**config.mk**
```make
export PLATFORM = sky130hd
export DESIGN_NAME = slave_port_flat
export DESIGN_NICKNAME = d
export VERILOG_FILES = /design/src/rtl/slave_port_if.sv /design/src/rtl/slave_port.sv /design/src/flat_wrapper.sv
export SDC_FILE = /design/constraint.sdc
export NUM_CORES = 1
export LEC_CHECK = 0
export ABC_AREA = 0
export ABC_CLOCK_PERIOD_IN_PS = 2400
export CORE_ASPECT_RATIO = 2
export CORE_MARGIN = 8
export CORE_UTILIZATION = 65
export CTS_BUF_LIST = sky130_fd_sc_hd__clkbuf_4
export DETAILED_ROUTE_END_ITERATION = 8
export DONT_BUFFER_PORTS = 1
export GPL_TIMING_DRIVEN = 0
export PLACE_DENSITY = 0.81
export SKIP_LAST_GASP = 1
export SYNTH_ARGS = -nofsm -noshare
export SYNTH_HDL_FRONTEND = slang
export SYNTH_SLANG_ARGS = --single-unit
```
**constraint.sdc**
```tcl
create_clock -name clk -period 2.4 [get_ports clk]
set_input_delay 0.24 -clock clk [delete_from_list [all_inputs] [get_ports clk]]
set_output_delay 0.24 -clock clk [all_outputs]
set_load 0.01 [all_outputs]
```
**src/rtl/slave_port_if.sv**
```systemverilog
// Serial-bus and local-memory signal bundle for slave_port; the slave modport is the endpoint's view,
// the master modport is the view of whatever drives the serial bus and models the memory.
interface slave_port_if #(
    parameter int ADDR_WIDTH = 12,
    parameter int DATA_WIDTH = 8
);
    logic                  swdata;
    logic                  smode;
    logic                  mvalid;
    logic                  srdata;
    logic                  svalid;
    logic [ADDR_WIDTH-1:0] daddr;
    logic [DATA_WIDTH-1:0] dwdata;
    logic                  dwen;
    logic                  dren;
    logic [DATA_WIDTH-1:0] drdata;
    logic                  drvalid;
    logic                  busy;
    logic                  dtimeout;

    modport slave (
        input  swdata, smode, mvalid, drdata, drvalid,
        output srdata, svalid, daddr, dwdata, dwen, dren, busy, dtimeout
    );

    modport master (
        output swdata, smode, mvalid, drdata, drvalid,
        input  srdata, svalid, daddr, dwdata, dwen, dren, busy, dtimeout
    );
endinterface

```
**src/rtl/slave_port.sv**
```systemverilog
// Serial-bus slave endpoint: deserialises LSB-first address/write data, strobes local memory, serialises read data back.
// Optional read timeout enabled by defining SLAVE_PORT_TIMEOUT_EN (loads all-ones data after RD_TIMEOUT MEMRD cycles).
module slave_port #(
    parameter int ADDR_WIDTH = 12,
    parameter int DATA_WIDTH = 8,
    parameter int RD_TIMEOUT = 255
) (
    input  logic         clk,
    input  logic         rst,
    slave_port_if.slave  bus
);
    localparam int MAXW   = (ADDR_WIDTH > DATA_WIDTH) ? ADDR_WIDTH : DATA_WIDTH;
    localparam int CNT_W  = $clog2(MAXW) + 1;
    localparam int AIDX_W = (ADDR_WIDTH > 1) ? $clog2(ADDR_WIDTH) : 1;
    localparam int DIDX_W = (DATA_WIDTH > 1) ? $clog2(DATA_WIDTH) : 1;

    if (ADDR_WIDTH < 2 || DATA_WIDTH < 2 || RD_TIMEOUT < 1) begin : g_bad_cfg
        $error("slave_port: ADDR_WIDTH/DATA_WIDTH must be >= 2 and RD_TIMEOUT >= 1");
    end

    typedef enum logic [2:0] {
        IDLE,
        ADDR,
        WDATA,
        MEMRD,
        RDATA
    } state_t;

    state_t                r_state;
    state_t                w_state_nxt;
    logic [CNT_W-1:0]      r_cnt;
    logic [CNT_W-1:0]      w_cnt_nxt;
    logic [ADDR_WIDTH-1:0] r_daddr;
    logic [DATA_WIDTH-1:0] r_dwdata;
    logic [DATA_WIDTH-1:0] r_rdat;
    logic                  r_dwen;
    logic                  r_dren;
    logic                  r_dto;
    logic                  w_dwen_nxt;
    logic                  w_dren_nxt;
    logic                  w_dto_nxt;
    logic                  w_addr_we;
    logic                  w_wdat_we;
    logic                  w_rdat_ld;
    logic                  w_rdat_ones;
    logic                  w_expire;
    logic [AIDX_W-1:0]     w_aidx;
    logic [DIDX_W-1:0]     w_didx;

    assign w_aidx = r_cnt[AIDX_W-1:0];
    assign w_didx = r_cnt[DIDX_W-1:0];

`ifdef SLAVE_PORT_TIMEOUT_EN
    localparam int TO_W = $clog2(RD_TIMEOUT + 1);
    logic [TO_W-1:0] r_tcnt;

    // r_tcnt is the index of the current MEMRD cycle, the dren cycle being 0
    always_ff @(posedge clk or posedge rst) begin
        if (rst) begin
            r_tcnt <= '0;
        end else if (r_state != MEMRD) begin
            r_tcnt <= '0;
        end else begin
            r_tcnt <= r_tcnt + 1'b1;
        end
    end

    assign w_expire = (r_tcnt == TO_W'(RD_TIMEOUT - 1));
`else
    assign w_expire = 1'b0;
`endif

    always_ff @(posedge clk or posedge rst) begin
        if (rst) begin
            r_state <= IDLE;
            r_cnt   <= '0;
        end else begin
            r_state <= w_state_nxt;
            r_cnt   <= w_cnt_nxt;
        end
    end

    // Every path back to IDLE clears the counter, so IDLE always shifts into bit 0.
    always_comb begin
        w_state_nxt = r_state;
        w_cnt_nxt   = r_cnt;
        w_dwen_nxt  = 1'b0;
        w_dren_nxt  = 1'b0;
        w_dto_nxt   = 1'b0;
        w_addr_we   = 1'b0;
        w_wdat_we   = 1'b0;
        w_rdat_ld   = 1'b0;
        w_rdat_ones = 1'b0;
        case (r_state)
            IDLE: begin
                if (bus.mvalid) begin
                    w_addr_we   = 1'b1;
                    w_cnt_nxt   = CNT_W'(1);
                    w_state_nxt = ADDR;
                end
            end
            ADDR: begin
                if (!bus.mvalid) begin
                    w_cnt_nxt   = '0;
                    w_state_nxt = IDLE;
                end else begin
                    w_addr_we = 1'b1;
                    if (r_cnt == CNT_W'(ADDR_WIDTH - 1)) begin
                        w_cnt_nxt = '0;
                        if (bus.smode) begin
                            w_state_nxt = WDATA;
                        end else begin
                            w_dren_nxt  = 1'b1;
                            w_state_nxt = MEMRD;
                        end
                    end else begin
                        w_cnt_nxt = r_cnt + 1'b1;
                    end
                end
            end
            WDATA: begin
                if (!bus.mvalid) begin
                    w_cnt_nxt   = '0;
                    w_state_nxt = IDLE;
                end else begin
                    w_wdat_we = 1'b1;
                    if (r_cnt == CNT_W'(DATA_WIDTH - 1)) begin
                        w_cnt_nxt   = '0;
                        w_dwen_nxt  = 1'b1;
                        w_state_nxt = IDLE;
                    end else begin
                        w_cnt_nxt = r_cnt + 1'b1;
                    end
                end
            end
            MEMRD: begin
                // A response landing on the expiry cycle takes priority over the timeout
                if (bus.drvalid) begin
                    w_rdat_ld   = 1'b1;
                    w_cnt_nxt   = '0;
                    w_state_nxt = RDATA;
                end else if (w_expire) begin
                    w_rdat_ones = 1'b1;
                    w_dto_nxt   = 1'b1;
                    w_cnt_nxt   = '0;
                    w_state_nxt = RDATA;
                end
            end
            RDATA: begin
                if (r_cnt == CNT_W'(DATA_WIDTH - 1)) begin
                    w_cnt_nxt   = '0;
                    w_state_nxt = IDLE;
                end else begin
                    w_cnt_nxt = r_cnt + 1'b1;
                end
            end
            default: begin
                w_cnt_nxt   = '0;
                w_state_nxt = IDLE;
            end
        endcase
    end

    always_ff @(posedge clk or posedge rst) begin
        if (rst) begin
            r_daddr  <= '0;
            r_dwdata <= '0;
            r_rdat   <= '0;
            r_dwen   <= 1'b0;
            r_dren   <= 1'b0;
            r_dto    <= 1'b0;
        end else begin
            r_dwen <= w_dwen_nxt;
            r_dren <= w_dren_nxt;
            r_dto  <= w_dto_nxt;
            if (w_addr_we) begin
                r_daddr[w_aidx] <= bus.swdata;
            end
            if (w_wdat_we) begin
                r_dwdata[w_didx] <= bus.swdata;
            end
            if (w_rdat_ld) begin
                r_rdat <= bus.drdata;
            end else if (w_rdat_ones) begin
                r_rdat <= '1;
            end
        end
    end

    assign bus.daddr    = r_daddr;
    assign bus.dwdata   = r_dwdata;
    assign bus.dwen     = r_dwen;
    assign bus.dren     = r_dren;
    assign bus.dtimeout = r_dto;
    assign bus.busy     = (r_state != IDLE);
    assign bus.svalid   = (r_state == RDATA);
    assign bus.srdata   = (r_state == RDATA) & r_rdat[w_didx];
endmodule

```
**src/flat_wrapper.sv**
```systemverilog
// flat-port wrapper written by rule: the top's interface ports become plain ports
module slave_port_flat 
#(
    parameter int ADDR_WIDTH = 12,
    parameter int DATA_WIDTH = 8,
    parameter int RD_TIMEOUT = 255
)
  (clk, rst, bus_swdata, bus_smode, bus_mvalid, bus_drdata, bus_drvalid, bus_srdata, bus_svalid, bus_daddr, bus_dwdata, bus_dwen, bus_dren, bus_busy, bus_dtimeout);
  slave_port_if #(.ADDR_WIDTH(ADDR_WIDTH), .DATA_WIDTH(DATA_WIDTH)) bus_i ();
  input  logic clk;
  input  logic rst;
  input wire logic [$bits(bus_i.swdata)-1:0] bus_swdata;
  input wire logic [$bits(bus_i.smode)-1:0] bus_smode;
  input wire logic [$bits(bus_i.mvalid)-1:0] bus_mvalid;
  input wire logic [$bits(bus_i.drdata)-1:0] bus_drdata;
  input wire logic [$bits(bus_i.drvalid)-1:0] bus_drvalid;
  output wire logic [$bits(bus_i.srdata)-1:0] bus_srdata;
  output wire logic [$bits(bus_i.svalid)-1:0] bus_svalid;
  output wire logic [$bits(bus_i.daddr)-1:0] bus_daddr;
  output wire logic [$bits(bus_i.dwdata)-1:0] bus_dwdata;
  output wire logic [$bits(bus_i.dwen)-1:0] bus_dwen;
  output wire logic [$bits(bus_i.dren)-1:0] bus_dren;
  output wire logic [$bits(bus_i.busy)-1:0] bus_busy;
  output wire logic [$bits(bus_i.dtimeout)-1:0] bus_dtimeout;
  assign bus_i.swdata = bus_swdata;
  assign bus_i.smode = bus_smode;
  assign bus_i.mvalid = bus_mvalid;
  assign bus_i.drdata = bus_drdata;
  assign bus_i.drvalid = bus_drvalid;
  assign bus_srdata = bus_i.srdata;
  assign bus_svalid = bus_i.svalid;
  assign bus_daddr = bus_i.daddr;
  assign bus_dwdata = bus_i.dwdata;
  assign bus_dwen = bus_i.dwen;
  assign bus_dren = bus_i.dren;
  assign bus_busy = bus_i.busy;
  assign bus_dtimeout = bus_i.dtimeout;
  slave_port #(.ADDR_WIDTH(ADDR_WIDTH), .DATA_WIDTH(DATA_WIDTH), .RD_TIMEOUT(RD_TIMEOUT)) u_core (.clk(clk), .rst(rst), .bus(bus_i));
endmodule
```
==> results.ini <==
[timing]
timing.fmax_mhz=516
relSlewSlack=0.576
slew_viol_final=0
final-setup-viol-count=0
post-route-min-period_ns=1.94
skew_ns=0.0129
worst_pin_slew_ns=0.636
finalCritPeriodShare=0.807
fin_tns_setup_ns=0
hold_viol_final=0
grt_setup_unrepaired=false

[routing]
wl_um=3660
first_iter_violations=19
drcViolationCount=0
avgRoutedWirePerCell_um=18.2
vias=1250
dr.pass1.iters=4
final_antenna_net_count=0
vias_per_cell=6.22

[job]
max_cap_violations=0

[logic_synthesis]
synthDistinctLibCells=40
ys_seq_area_frac=0.501
synth-main-ff-cell=dfrtp_1
synth_edf_count=0
synth_area_mm2=0.00190
ys_ff_latch=38
syn_inst=160
yosys_warnings=0
synth-async-reset-ratio=1.00
syn_area_per_cell_um2=11.9
synthesis.nets=179

[clocking]
cts_buffers=5
path_clk_slew_ns=0.11
post-cts-setup-buffer-count=0
post_cts_resized=0
cts_tree=yes
cts_max_level=2
ctsHoldBuffers=3
cts_root_buf=clkbuf_4
insertion_delay_ns=0.34
clockBufferDepth=2
cts_sinks=38

[power]
worst_ir_drop_vdd_mv=0.738
fin_total_pwr_mw=2.29
leakage_nw=0.927
powerDensity_mw_per_mm2=1110

[grt]
grt_pass1_wl_um=6110
track_usage=0.157
grt_pass1_vias=1278
overflow=0
grt_max_degree=25
antenna_found_initial=0

[die]
fp.dieArea_mm2=0.00501
die_h_um=92.4
fp.dieW_um=54.2
placeableCoreArea_mm2=0.00287
fp-row-count=28
initial_core_util=0.661
ios=40

[setup_path]
crit_type=reg -> out
crit_path_end_kind=primary output
cp-start-kind=flop
critical-path-max-stage-delay_ns=0.41
crit_chain=clkbuf_1 -> mux4_2 -> nand2_1 -> a21oi_1
critPathArrivalTime_ns=1.70
critPathRequiredTime_ns=2.16
cp_max_fo=8
cp_slowest_cell=dfrtp_1

[finish]
fin_nets=190
n_fill_cell=193
syn2layout_area_growth_pct=8.76
drive_above_1_share=0.164
diodes=0

[placement]
io_buffer_count=0
dp.final_hpwl_um=2850
gp_congestion=0.854

[hold_path]
holdCritPathClass=in -> reg

[outcome]
status=completed

-- cell usage in the layout, fill, tap and decap left out, types with 2 or more instances in the layout --
| cell | synthesis | final |
|---|---|---|
| mux2_2 | 9 | 9 |
| or3_1 | 2 | 2 |
| nor2_1 | 4 | 4 |
| mux2_1 | 20 | 20 |
| nand2_1 | 21 | 21 |
| buf_2 | 2 | 2 |
| nand3_1 | 3 | 3 |
| ha_1 | 5 | 5 |
| inv_2 | 2 | 2 |
| dfrtp_1 | 38 | 38 |
| inv_1 | 3 | 3 |
| nor4b_2 | 2 | 2 |
| mux4_2 | 2 | 2 |
| clkbuf_4 | 0 | 5 |
| nor3_1 | 4 | 4 |
| clkbuf_1 | 5 | 5 |
| a31oi_1 | 2 | 2 |
| nand4bb_1 | 4 | 4 |
| nor3b_1 | 2 | 2 |
| nand2b_1 | 5 | 5 |
| a21oi_1 | 4 | 4 |
| buf_4 | 2 | 2 |
| dlygate4sd3_1 | 0 | 3 |
-- through the flow --
step	cells	worst slack (ns)	cell area (um2)	hold slack, ns	utilization
after global routing	201	0.359	2070	0.0329	0.719
after global placement	190	0.674	1940	0.315	0.674
after floorplan	160	0.769	1900	0.313	-
after CTS	201	0.429	2070	0.0394	0.719
after detailed placement	191	0.635	1960	0.243	0.684
final	201	0.463	2070	0.0463	0.719
-- cells in the mapped netlist (all sizes together), types with 2 or more instances --
| cell | n | share of area |
|---|---|---|
| dfrtp | 38 | 0.50 |
| mux2 | 29 | 0.17 |
| nand2 | 21 | 0.042 |
| clkbuf | 5 | 0.0099 |
| ha | 5 | 0.033 |
| inv | 5 | 0.0099 |
| nand2b | 5 | 0.016 |
| a21oi | 4 | 0.011 |
| buf | 4 | 0.013 |
| nand4bb | 4 | 0.024 |
| nor2 | 4 | 0.0079 |
| nor3 | 4 | 0.011 |
| nand3 | 3 | 0.0079 |
| a31oi | 2 | 0.0066 |
| mux4 | 2 | 0.024 |
| nor3b | 2 | 0.0079 |
| nor4b | 2 | 0.016 |
| or3 | 2 | 0.0066 |
-- final timing paths --
kind	slack [ns]	cells past startpoint	start	to
worst min-delay path	0.05	1	bus_drdata[4]	u_core.r_rdat[4]
worst max register to register	0.60	4	u_core.r_state[2]	u_core.bus.daddr[5]
worst max-delay path	0.46	4	u_core.r_cnt[1]	bus_srdata
min in group asynchronous	0.42	2	rst	u_core.bus.dwen
max in group asynchronous	1.44	3	rst	u_core.r_rdat[7]
worst min register to register	0.51	1	u_core.r_rdat[1]	u_core.r_rdat[1]
-- where the power goes --
part           internal, mW  total, mW  switching (mW)
clock                 0.210      0.403           0.192
sequential            0.862       1.07           0.211
combinational         0.382      0.809           0.427
total                  1.45       2.29           0.831
-- worst max-delay path: cells and delay by family, from the launching register on --
kind / cells / cell delay [ns]
mux: 1 / 0.27
flops: 1 / 0.41
compound gates: 1 / 0.28
simple gates: 1 / 0.05
buf+inv: 1 / 0.35
-- layer usage --
layer,part of all wire,wire length (um),track usage
met1,0.38,1390,0.177
met2,0.56,2030,0.262
met3,0.049,181,0.0433
met4,0.015,54,0.0620
met5,0,0,0
-- sequential cells by signal (all words and copies together), names as in the netlist --
signal and flops:
u_core.r_cnt 5, u_core.r_state 3, u_core.bus.daddr 12, u_core.bus.dwdata 8
u_core.bus.dren 1, u_core.bus.dwen 1, u_core.r_rdat 8
-- kinds of logic (layout without fill, tap and decap cells) --
family,Yosys count,in the layout,share of synthesized area
simple gates,55,55,0.177
flops,38,38,0.501
mux,31,31,0.196
compound gates,16,16,0.0593
buf+inv,14,25,0.0329
fa+ha+maj,5,5,0.0329
other cells,1,1,0.00197
-- cell type report --
| cell class | instances | area, um2 | area share |
|---|---|---|---|
| sequential | 38 | 951 | 0.460 |
| inverter | 5 | 18.8 | 0.00909 |
| clock buffer | 5 | 37.5 | 0.0182 |
| multi-input combinational | 108 | 886 | 0.429 |
| buffer | 9 | 43.8 | 0.0212 |
| clock inverter | 2 | 33.8 | 0.0164 |
| timing repair buffer | 4 | 57.6 | 0.0279 |
| tap | 30 | 37.5 | 0.0182 |
Note: power is estimated with default switching activity, not from simulation.
